`src/rtl/arith_pkg.sv`:
```
// Shared arithmetic types: divider FSM states and the divide-by-zero result pattern.
package arith_pkg;

  typedef enum logic [1:0] {
    IDLE = 2'd0,
    RUN  = 2'd1,
    FIX  = 2'd2,
    DONE = 2'd3
  } div_state_e;

  // Fill bit for the quotient on divide by zero; gives an all-ones quotient at any width.
  localparam logic DIV0_QUOT_FILL = 1'b1;

endpackage

```
`src/rtl/nonrestoring_step.sv`:
```
// One combinational non-restoring iteration: shift in a dividend bit, then add or subtract
// the divisor magnitude depending on the sign of the incoming partial remainder.
module nonrestoring_step #(
  parameter int n = 64
) (
  input  logic [n:0]   rem_i,
  input  logic         dvd_bit_i,
  input  logic [n-1:0] dvs_mag_i,
  output logic [n:0]   rem_o,
  output logic         q_bit_o
);

  logic [n:0] shifted;
  logic [n:0] dvs_ext;

  assign shifted = {rem_i[n-1:0], dvd_bit_i};
  assign dvs_ext = {1'b0, dvs_mag_i};
  assign rem_o   = rem_i[n] ? (shifted + dvs_ext) : (shifted - dvs_ext);
  assign q_bit_o = ~rem_o[n];

endmodule

```
`src/rtl/nonrestoring_divider.sv`:
```
// Signed n-bit non-restoring divider: one iteration per cycle on magnitudes,
// sign and remainder correction in FIX, one-cycle done pulse.
//
//   state | meaning
//   IDLE  | waiting for start; captures operands and magnitudes
//   RUN   | n iterations, one per cycle
//   FIX   | remainder restore, sign correction, result registers loaded
//   DONE  | done pulse; a new start is accepted here as in IDLE
module nonrestoring_divider
  import arith_pkg::*;
#(
  parameter int n = 64
) (
  input  logic         clk,
  input  logic         reset,
  input  logic         start,
  input  logic [n-1:0] dividend,
  input  logic [n-1:0] divisor,
  output logic         busy,
  output logic         done,
  output logic [n-1:0] quotient,
  output logic [n-1:0] remainder,
  output logic         div_by_zero
);

  localparam int CW = $clog2(n + 1);

  div_state_e    state_q;
  logic [CW-1:0] cnt_q;
  logic [n:0]    rem_q;
  logic [n-1:0]  quot_q;
  logic [n-1:0]  dmag_q;
  logic          neg_quot_q;
  logic          neg_rem_q;
  logic [n-1:0]  quotient_q;
  logic [n-1:0]  remainder_q;
  logic          done_q;
  logic          dz_q;

  logic [n-1:0]  dvd_mag;
  logic [n-1:0]  dvs_mag;
  logic [n:0]    rem_d;
  logic          qbit_d;
  logic [n-1:0]  rem_fix;
  logic [n-1:0]  quot_fix;
  logic [n-1:0]  rem_out;

  assign dvd_mag = dividend[n-1] ? -dividend : dividend;
  assign dvs_mag = divisor[n-1]  ? -divisor  : divisor;

  // The dividend magnitude rides in quot_q and is shifted out MSB-first as quotient bits enter.
  nonrestoring_step #(.n(n)) u_step (
    .rem_i     (rem_q),
    .dvd_bit_i (quot_q[n-1]),
    .dvs_mag_i (dmag_q),
    .rem_o     (rem_d),
    .q_bit_o   (qbit_d)
  );

  // The restored remainder is non-negative and below the divisor, so n bits suffice.
  assign rem_fix  = rem_q[n-1:0] + (rem_q[n] ? dmag_q : '0);
  assign quot_fix = neg_quot_q ? -quot_q : quot_q;
  assign rem_out  = neg_rem_q ? -rem_fix : rem_fix;

  always_ff @(posedge clk or negedge reset) begin
    if (!reset) begin
      state_q     <= IDLE;
      cnt_q       <= '0;
      rem_q       <= '0;
      quot_q      <= '0;
      dmag_q      <= '0;
      neg_quot_q  <= 1'b0;
      neg_rem_q   <= 1'b0;
      quotient_q  <= '0;
      remainder_q <= '0;
      done_q      <= 1'b0;
      dz_q        <= 1'b0;
    end else begin
      done_q <= 1'b0;
      case (state_q)
        IDLE, DONE: begin
          if (start) begin
            dmag_q     <= dvs_mag;
            quot_q     <= dvd_mag;
            rem_q      <= '0;
            neg_quot_q <= dividend[n-1] ^ divisor[n-1];
            neg_rem_q  <= dividend[n-1];
            cnt_q      <= CW'(n);
            if (divisor == '0) begin
              quotient_q  <= {n{DIV0_QUOT_FILL}};
              remainder_q <= dividend;
              dz_q        <= 1'b1;
              done_q      <= 1'b1;
              state_q     <= DONE;
            end else begin
              state_q <= RUN;
            end
          end else begin
            state_q <= IDLE;
          end
        end
        RUN: begin
          rem_q  <= rem_d;
          quot_q <= {quot_q[n-2:0], qbit_d};
          cnt_q  <= cnt_q - CW'(1);
          if (cnt_q == CW'(1)) state_q <= FIX;
        end
        FIX: begin
          quotient_q  <= quot_fix;
          remainder_q <= rem_out;
          dz_q        <= 1'b0;
          done_q      <= 1'b1;
          state_q     <= DONE;
        end
        default: state_q <= IDLE;
      endcase
    end
  end

  assign busy        = (state_q != IDLE);
  assign done        = done_q;
  assign quotient    = quotient_q;
  assign remainder   = remainder_q;
  assign div_by_zero = dz_q;

endmodule
```
`config.mk`:
```
export PLATFORM = sky130hd
export DESIGN_NAME = nonrestoring_divider
export DESIGN_NICKNAME = d
export VERILOG_FILES = /design/src/rtl/arith_pkg.sv /design/src/rtl/nonrestoring_step.sv /design/src/rtl/nonrestoring_divider.sv
export SDC_FILE = /design/constraint.sdc
export NUM_CORES = 1
export LEC_CHECK = 0
export CAP_MARGIN = 5
export CELL_PAD_IN_SITES_DETAIL_PLACEMENT = 0
export CELL_PAD_IN_SITES_GLOBAL_PLACEMENT = 2
export CORE_MARGIN = 5
export CORE_UTILIZATION = 30
export DETAILED_ROUTE_END_ITERATION = 10
export GPL_ROUTABILITY_DRIVEN = 0
export PLACE_DENSITY_LB_ADDON = 0.1
export SLEW_MARGIN = 0
export SYNTH_ARGS = -nofsm -noshare
export SYNTH_HDL_FRONTEND = slang
export SYNTH_SLANG_ARGS = --single-unit
```
`constraint.sdc`:
```
create_clock -name clk -period 7.83 [get_ports clk]
set_clock_uncertainty 0.2 [all_clocks]
set_input_delay 2.349 -clock clk [delete_from_list [all_inputs] [get_ports clk]]
set_output_delay 2.349 -clock clk [all_outputs]
set_load 0.005 [all_outputs]
```
==> metrics.yaml, run 1 <==
worst_setup_path:
  crit_type: "flip-flop to flip-flop"
  crit_path_max_fanout: 6
  crit_path_cell_trace: "or4_1 -> nor4_1 -> and3_1 -> and3b_1 -> and3b_1 -> nand2_1 -> nor2_1 -> and3_1 -> a21oi_1 -> xor2_1 -> ha_1 -> a21o_1 -> a21o_1 -> a21o_1 -> a21o_1 -> a21oi_1 -> o21bai_1 -> a21oi_1 -> o21ai_0 -> nor3_1 -> a221o_1 -> nor2_1 -> o21ai_1"
  worst_path_max_delay_cell: "or4_1"
  required_ns: 8.08
  end_kind: "flip-flop"
  cp-start-kind: "flip-flop"
  crit_arrival_ns: 6.72
  crit_top_cell: "a21o_1"
  slowest_delay_ns: 0.59
drt:
  drt-initial-drc-count: 1639
  dr.pass1.iters: 5
  wl_um: 103000
  vias: 26500
  viasPerCell: 5.17
  wl_per_cell_um: 20.1
  ant_nets: 0
  drc_errors: 0
clocking:
  post_cts_resized: 0
  cts_buffers: 44
  postCtsSetupBuffers: 0
  path_clk_slew_ns: 0.06
  ctsHtreeMaxLevel: 2
  clockRootBuffer: "clkbuf_16"
  cts_tree: "yes"
  hold_buffers: 0
  clock_sinks: 334
  cts_buffer_depth: 3
  clk_latency_ns: 0.60
grt:
  antenna_found_initial: 3
  grt_pass1_vias: 26300
  grt_remaining_overflow: 0
  grt_max_degree: 120
  grt_pass1_wl_um: 161000
  grt.total_usage_pct: 19.5
sta:
  whs_ns: 0.275
  slew_violations: 0
  max-slew-margin-rel_pct: 23.9
  rsz0062_at_grt: "no"
  finalCriticalPeriod_ns: 6.47
  final.period_utilization_pct: 82.6
  fin_tns_setup_ns: 0
  setup_slack_ns: 1.36
  tightest_slew_ns: 1.13
  hold_viol: 0
  setup_viol: 0
  fmax_mhz: 155
flow_run:
  maxCapViolCount: 0
final_layout:
  layout-drive-gt1-share_pct: 4.48
  synthToLayoutAreaGrowth_pct: 18.0
  final_cells: 5127
  utilization_pct: 35.7
  nets: 4103
  layout_commonest_cell: "nand2_1"
  n_fill_cell: 10100
  finish.instance_area_um2: 33900
  final_cell_mix: "nand2_1 (456), o21ai_0 (410), dfrtp_1 (331)"
synthesis:
  syn-num-nets: 3972
  yosys_warnings: 0
  synth.avg_cell_area_um2: 7.77
  synth.yosys.seq_area_share_pct: 29.1
  synthFlopType: "dfrtp_1"
  syn_area_um2: 28700
  ys_types: 91
  synthArstFlopShare_pct: 100
  synth-edff-count: 0
  ys_ff_latch: 334
  syn_inst: 3702
status:
  status: "finished, final reports clean"
floorplanning:
  ios: 262
  die_width_um: 320
  die_area_um2: 102000
  start_util_pct: 30.3
  row_count: 113
  core_area_um2: 95000
  die_y_um: 320
place:
  post-place-ws_ns: 0.655
  dp.cells: 5052
  io_buffers: 261
  place_area_um2: 32500
  dpl.hpwl_um: 82200
min_path:
  worstHoldPathType: "flip-flop to flip-flop"
power_and_ir_drop:
  leakagePower_nw: 14.2
  p_per_area_nw_per_um2: 476
  power_mw: 16.1
  ir_drop_mv: 0.231
sequential cells by signal, indices dropped and copies added (netlist names):
register     flops
dmag_q          64
quotient        64
remainder       64
div_by_zero      1
cnt_q            7
quot_q          64
state_q          2
neg_rem_q        1
rem_q           65
neg_quot_q       1
done             1
Yosys cell counts, types with 8 or more instances:
cell,n,area [µm²]
a211o_1,9,78.8
a211oi_1,15,113
a21o_1,70,526
a21oi_1,310,1550
a31oi_1,74,463
and2_1,59,369
and3_1,28,175
buf_1,17,63.8
buf_2,18,90.1
clkbuf_1,176,661
dfrtp_1,334,8360
ha_1,137,1710
inv_1,88,330
mux2i_1,38,380
nand2_1,456,1710
nand2b_1,25,156
nand3_1,48,240
nand4_1,51,319
nor2_1,305,1140
nor2b_1,21,131
nor3_1,72,360
nor3b_1,9,67.6
nor4_1,27,169
o211ai_1,29,218
o21a_1,23,173
o21ai_0,410,2050
o21ai_1,13,65.1
o21bai_1,24,180
o22a_1,11,96.3
o311ai_0,8,70.1
o31ai_1,86,646
o41ai_1,30,263
or2_2,27,169
or3_1,64,400
or4_1,43,323
xnor2_1,128,1120
xor2_1,269,2360
power breakdown:
group          switching (mW)  internal (mW)  leakage (nW)  total, mW
Sequential              0.985           2.51          4.03       3.49
Clock                   0.839           1.17         0.683       2.01
Combinational            6.49           4.14          9.45       10.6
Total                    8.32           7.82          14.2       16.1
layer usage:
metal  track usage, %  share of wire [%]  vias up
met5                0              0.016        -
met4             3.58                1.8        4
met3             2.57                4.0       84
met2             30.3                 43      485
met1             29.1                 51    12300
li1                 -                  -    13600
final timing paths:
check                                          start                   endpoint  slack (ns)  cells after the start
max                           dmag_q[14]$_DFFE_PN0P_      quot_q[0]$_DFFE_PN0P_        1.36                     23
min                        remainder[55]$_DFFE_PN0P_  remainder[55]$_DFFE_PN0P_        0.28                      2
max reg2reg                   dmag_q[14]$_DFFE_PN0P_      quot_q[0]$_DFFE_PN0P_        1.36                     23
min reg2reg                remainder[55]$_DFFE_PN0P_  remainder[55]$_DFFE_PN0P_        0.28                      2
max in group asynchronous                      reset     dmag_q[59]$_DFFE_PN0P_        4.61                      2
min in group asynchronous                      reset     quot_q[14]$_DFFE_PN0P_        1.54                      1
worst max-delay path: cells and delay by family (launching register included):
| kind | cells | cell delay (ns) |
|---|---|---|
| AND/OR/NAND/NOR | 10 | 3.17 |
| AO/OA/AOI/OAI | 11 | 1.96 |
| flip-flops | 1 | 0.48 |
| adder cells (fa/ha/maj) | 1 | 0.35 |
| XOR/XNOR | 1 | 0.17 |
final cells by class:
class	count	area (µm²)	share of cell area, %
multi-input combinational	3067	19300	56.9
sequential	334	8360	24.6
timing repair buffer	296	2950	8.68
tap	1265	1580	4.67
clock buffer	60	1240	3.66
inverter	90	338	0.996
clock inverter	13	158	0.465
antenna	2	5.00	0.0148
cell families after synthesis:
logic type | share of synthesized area, %
and+or+nand+nor | 21.6
AOI/OAI and AO/OA | 25.7
xor gates and xnor gates | 12.1
DFF | 29.1
buffers and inverters | 4.01
adders and majority gates | 6.10
muxes | 1.48
Power figures use the tool's default switching activity.
==> inputs of run 2 (changes only) <==
clock period = 6.4 ns   (was 7.83 ns; I/O delays follow)
==> metrics.yaml, run 2 (synthesis results as in run 1) <==
status:
  status: "finished, final reports clean"  # unchanged
floorplanning:
  row_count: 113  # unchanged
  die_y_um: 320  # unchanged
  core_area_um2: 95000  # unchanged
  ios: 262  # unchanged
  start_util_pct: 30.3  # unchanged
  die_area_um2: 102000  # unchanged
  die_width_um: 320  # unchanged
power_and_ir_drop:
  leakagePower_nw: 14.6  # was 14.2 nW
  ir_drop_mv: 0.481  # was 0.231 mV
  p_per_area_nw_per_um2: 583  # was 476 nW/µm²
sta:
  finalCriticalPeriod_ns: 5.85  # was 6.47 ns
  setup_viol: 0  # unchanged
  fmax_mhz: 171  # was 155 MHz
  fin_tns_setup_ns: 0  # unchanged
  max-slew-margin-rel_pct: 26.5  # was 23.9%
  rsz0062_at_grt: "no"  # unchanged
  whs_ns: 0.271  # was 0.275 ns
  tightest_slew_ns: 1.10  # was 1.13 ns
  final.period_utilization_pct: 91.4  # was 82.6%
  slew_violations: 0  # unchanged
  hold_viol: 0  # unchanged
clocking:
  path_clk_slew_ns: 0.06  # about the same
  cts_buffer_depth: 3  # unchanged
  clk_latency_ns: 0.59  # was 0.60 ns
  postCtsSetupBuffers: 0  # unchanged
  clock_sinks: 334  # unchanged
  cts_tree: "yes"  # unchanged
  post_cts_resized: 0  # unchanged
  hold_buffers: 0  # unchanged
  clockRootBuffer: "clkbuf_16"  # unchanged
  cts_buffers: 44  # unchanged
  ctsHtreeMaxLevel: 2  # unchanged
grt:
  use_met3_pct: 2.17  # was 2.57%
  grt_pass1_vias: 26500  # was 26300
  busiest_layer: "met2"  # unchanged
  use_met1_pct: 29.5  # was 29.1%
  grt_max_degree: 194  # was 120
  antenna_found_initial: 3  # unchanged
  grt_pass1_wl_um: 162000  # was 161000 µm
  grt.total_usage_pct: 19.6  # was 19.5%
  grt_remaining_overflow: 0  # unchanged
  use_met2_pct: 30.6  # was 30.3%
min_path:
  min-delay-start: "remainder[18]$_DFFE_PN0P_"  # was remainder[55]$_DFFE_PN0P_
  worstHoldPathType: "flip-flop to flip-flop"  # unchanged
final_layout:
  layout_commonest_cell: "nand2_1"  # unchanged
  regMostFlops: "rem_q"  # unchanged
  utilization_pct: 36.5  # was 35.7%
  synthToLayoutAreaGrowth_pct: 20.6  # was 18.0%
  nets: 4184  # was 4103
  final_cells: 5211  # was 5127
  largest_register_ffs: 65  # unchanged
  layout-drive-gt1-share_pct: 6.41  # was 4.48%
  final_cell_mix: "nand2_1 (456), o21ai_0 (410), dfrtp_1 (331)"  # unchanged
worst_setup_path:
  cpLargestDelayFamily: "compound AO/OA/AOI/OAI gates"  # was simple AND/OR/NAND/NOR gates
  cp_num_buf_inv: 1  # was 0
  crit_arrival_ns: 6.12  # was 6.72 ns
  slowest_delay_ns: 0.59  # about the same
  crit_top_cell: "o21ai_0"  # was a21o_1
  end_kind: "flip-flop"  # unchanged
  startpoint: "dmag_q[9]$_DFFE_PN0P_"  # was dmag_q[14]$_DFFE_PN0P_
  worst_path_max_delay_cell: "or4_1"  # unchanged
  required_ns: 6.67  # was 8.08 ns
  crit_type: "flip-flop to flip-flop"  # unchanged
  r2r-start: "dmag_q[9]$_DFFE_PN0P_"  # was dmag_q[14]$_DFFE_PN0P_
  crit_path_max_fanout: 7  # was 6
  r2r_slack_ns: 0.55  # was 1.36 ns
  crit_path_cell_trace: "or4_1 -> nor4_2 -> nand4b_1 -> nor2_1 -> a21oi_1 -> xor2_1 -> ha_1 -> inv_1 -> o21ai_0 -> a221o_1 -> a21o_1 -> a21oi_1 -> o21ai_0 -> a31oi_1 -> o21a_1 -> or3_1 -> a2111oi_0 -> o21ai_0 -> a32o_1"  # was or4_1 -> nor4_1 -> and3_1 -> and3b_1 -> and3b_1 -> nand2_1 -> nor2_1 -> and3_1 -> a21oi_1 -> xor2_1 -> ha_1 -> a21o_1 -> a21o_1 -> a21o_1 -> a21o_1 -> a21oi_1 -> o21bai_1 -> a21oi_1 -> o21ai_0 -> nor3_1 -> a221o_1 -> nor2_1 -> o21ai_1
  cp-start-kind: "flip-flop"  # unchanged
drt:
  vias: 26800  # was 26500
  wl_per_cell_um: 20.0  # was 20.1 µm
  drt-initial-drc-count: 1720  # was 1639
  drc_errors: 0  # unchanged
  wl_um: 104000  # was 103000 µm
  viasPerCell: 5.15  # was 5.17
  dr.pass1.iters: 5  # unchanged
  ant_nets: 0  # unchanged
place:
  dpl.hpwl_um: 83200  # was 82200 µm
  dp.cells: 5133  # was 5052
  io_buffers: 261  # unchanged
flow_run:
  maxCapViolCount: 0  # unchanged
[run 2: worst paths after layout]
kind                       cells after the start                   endpoint
max reg2reg                                   19      rem_q[58]$_DFFE_PN0P_
max                                           19      rem_q[58]$_DFFE_PN0P_
min                                            2  remainder[18]$_DFFE_PN0P_
min in group asynchronous                      1   quotient[13]$_DFFE_PN0P_
max in group asynchronous                      2     dmag_q[60]$_DFFE_PN0P_
min reg2reg                                    2  remainder[18]$_DFFE_PN0P_
[run 2: area by class of cell]
class,count,area [µm²]
Sequential cell,334,8360
Tap cell,1265,1580
Inverter,90,338
Multi-Input combinational cell,3067,19300
Timing Repair Buffer,377,3600
Clock buffer,61,1220
Fill cell,10200,60300
Clock inverter,16,270
Antenna cell,1,2.50
[run 2: worst reg2reg max path, delay by kind of cell, from the launching register on]
kind                       cells  cell delay, ns
DFF                            1            0.44
and+or+nand+nor                5            2.08
adders and majority gates      1            0.45
xor gates and xnor gates       1            0.18
buffers and inverters          1            0.10
AOI/OAI and AO/OA             11            2.30
[run 2: layer usage]
metal  share of wire (%)  vias to the layer above  wire length (µm)
li1                    -                    13800                 -
met1                  52                    12400             53600
met2                  43                      489             44800
met3                 3.4                       93              3510
met4                 2.0                        6              2050
met5               0.033                        -                34
[run 2: stage by stage]
stage,area [µm²],power [mW],setup WS (ns)
floorplan,28700,13.1,0.801
global placement,33200,17.7,0.115
detailed placement,33200,17.7,0.0836
CTS,34700,20.4,0.456
global route,34700,22.1,0.0625
finish,34700,20.2,0.549
[run 2: power breakdown]
part	internal [mW]	switching, mW	total [mW]
Combinational	5.32	8.10	13.4
Sequential	3.07	1.15	4.22
Clock	1.58	1.00	2.58
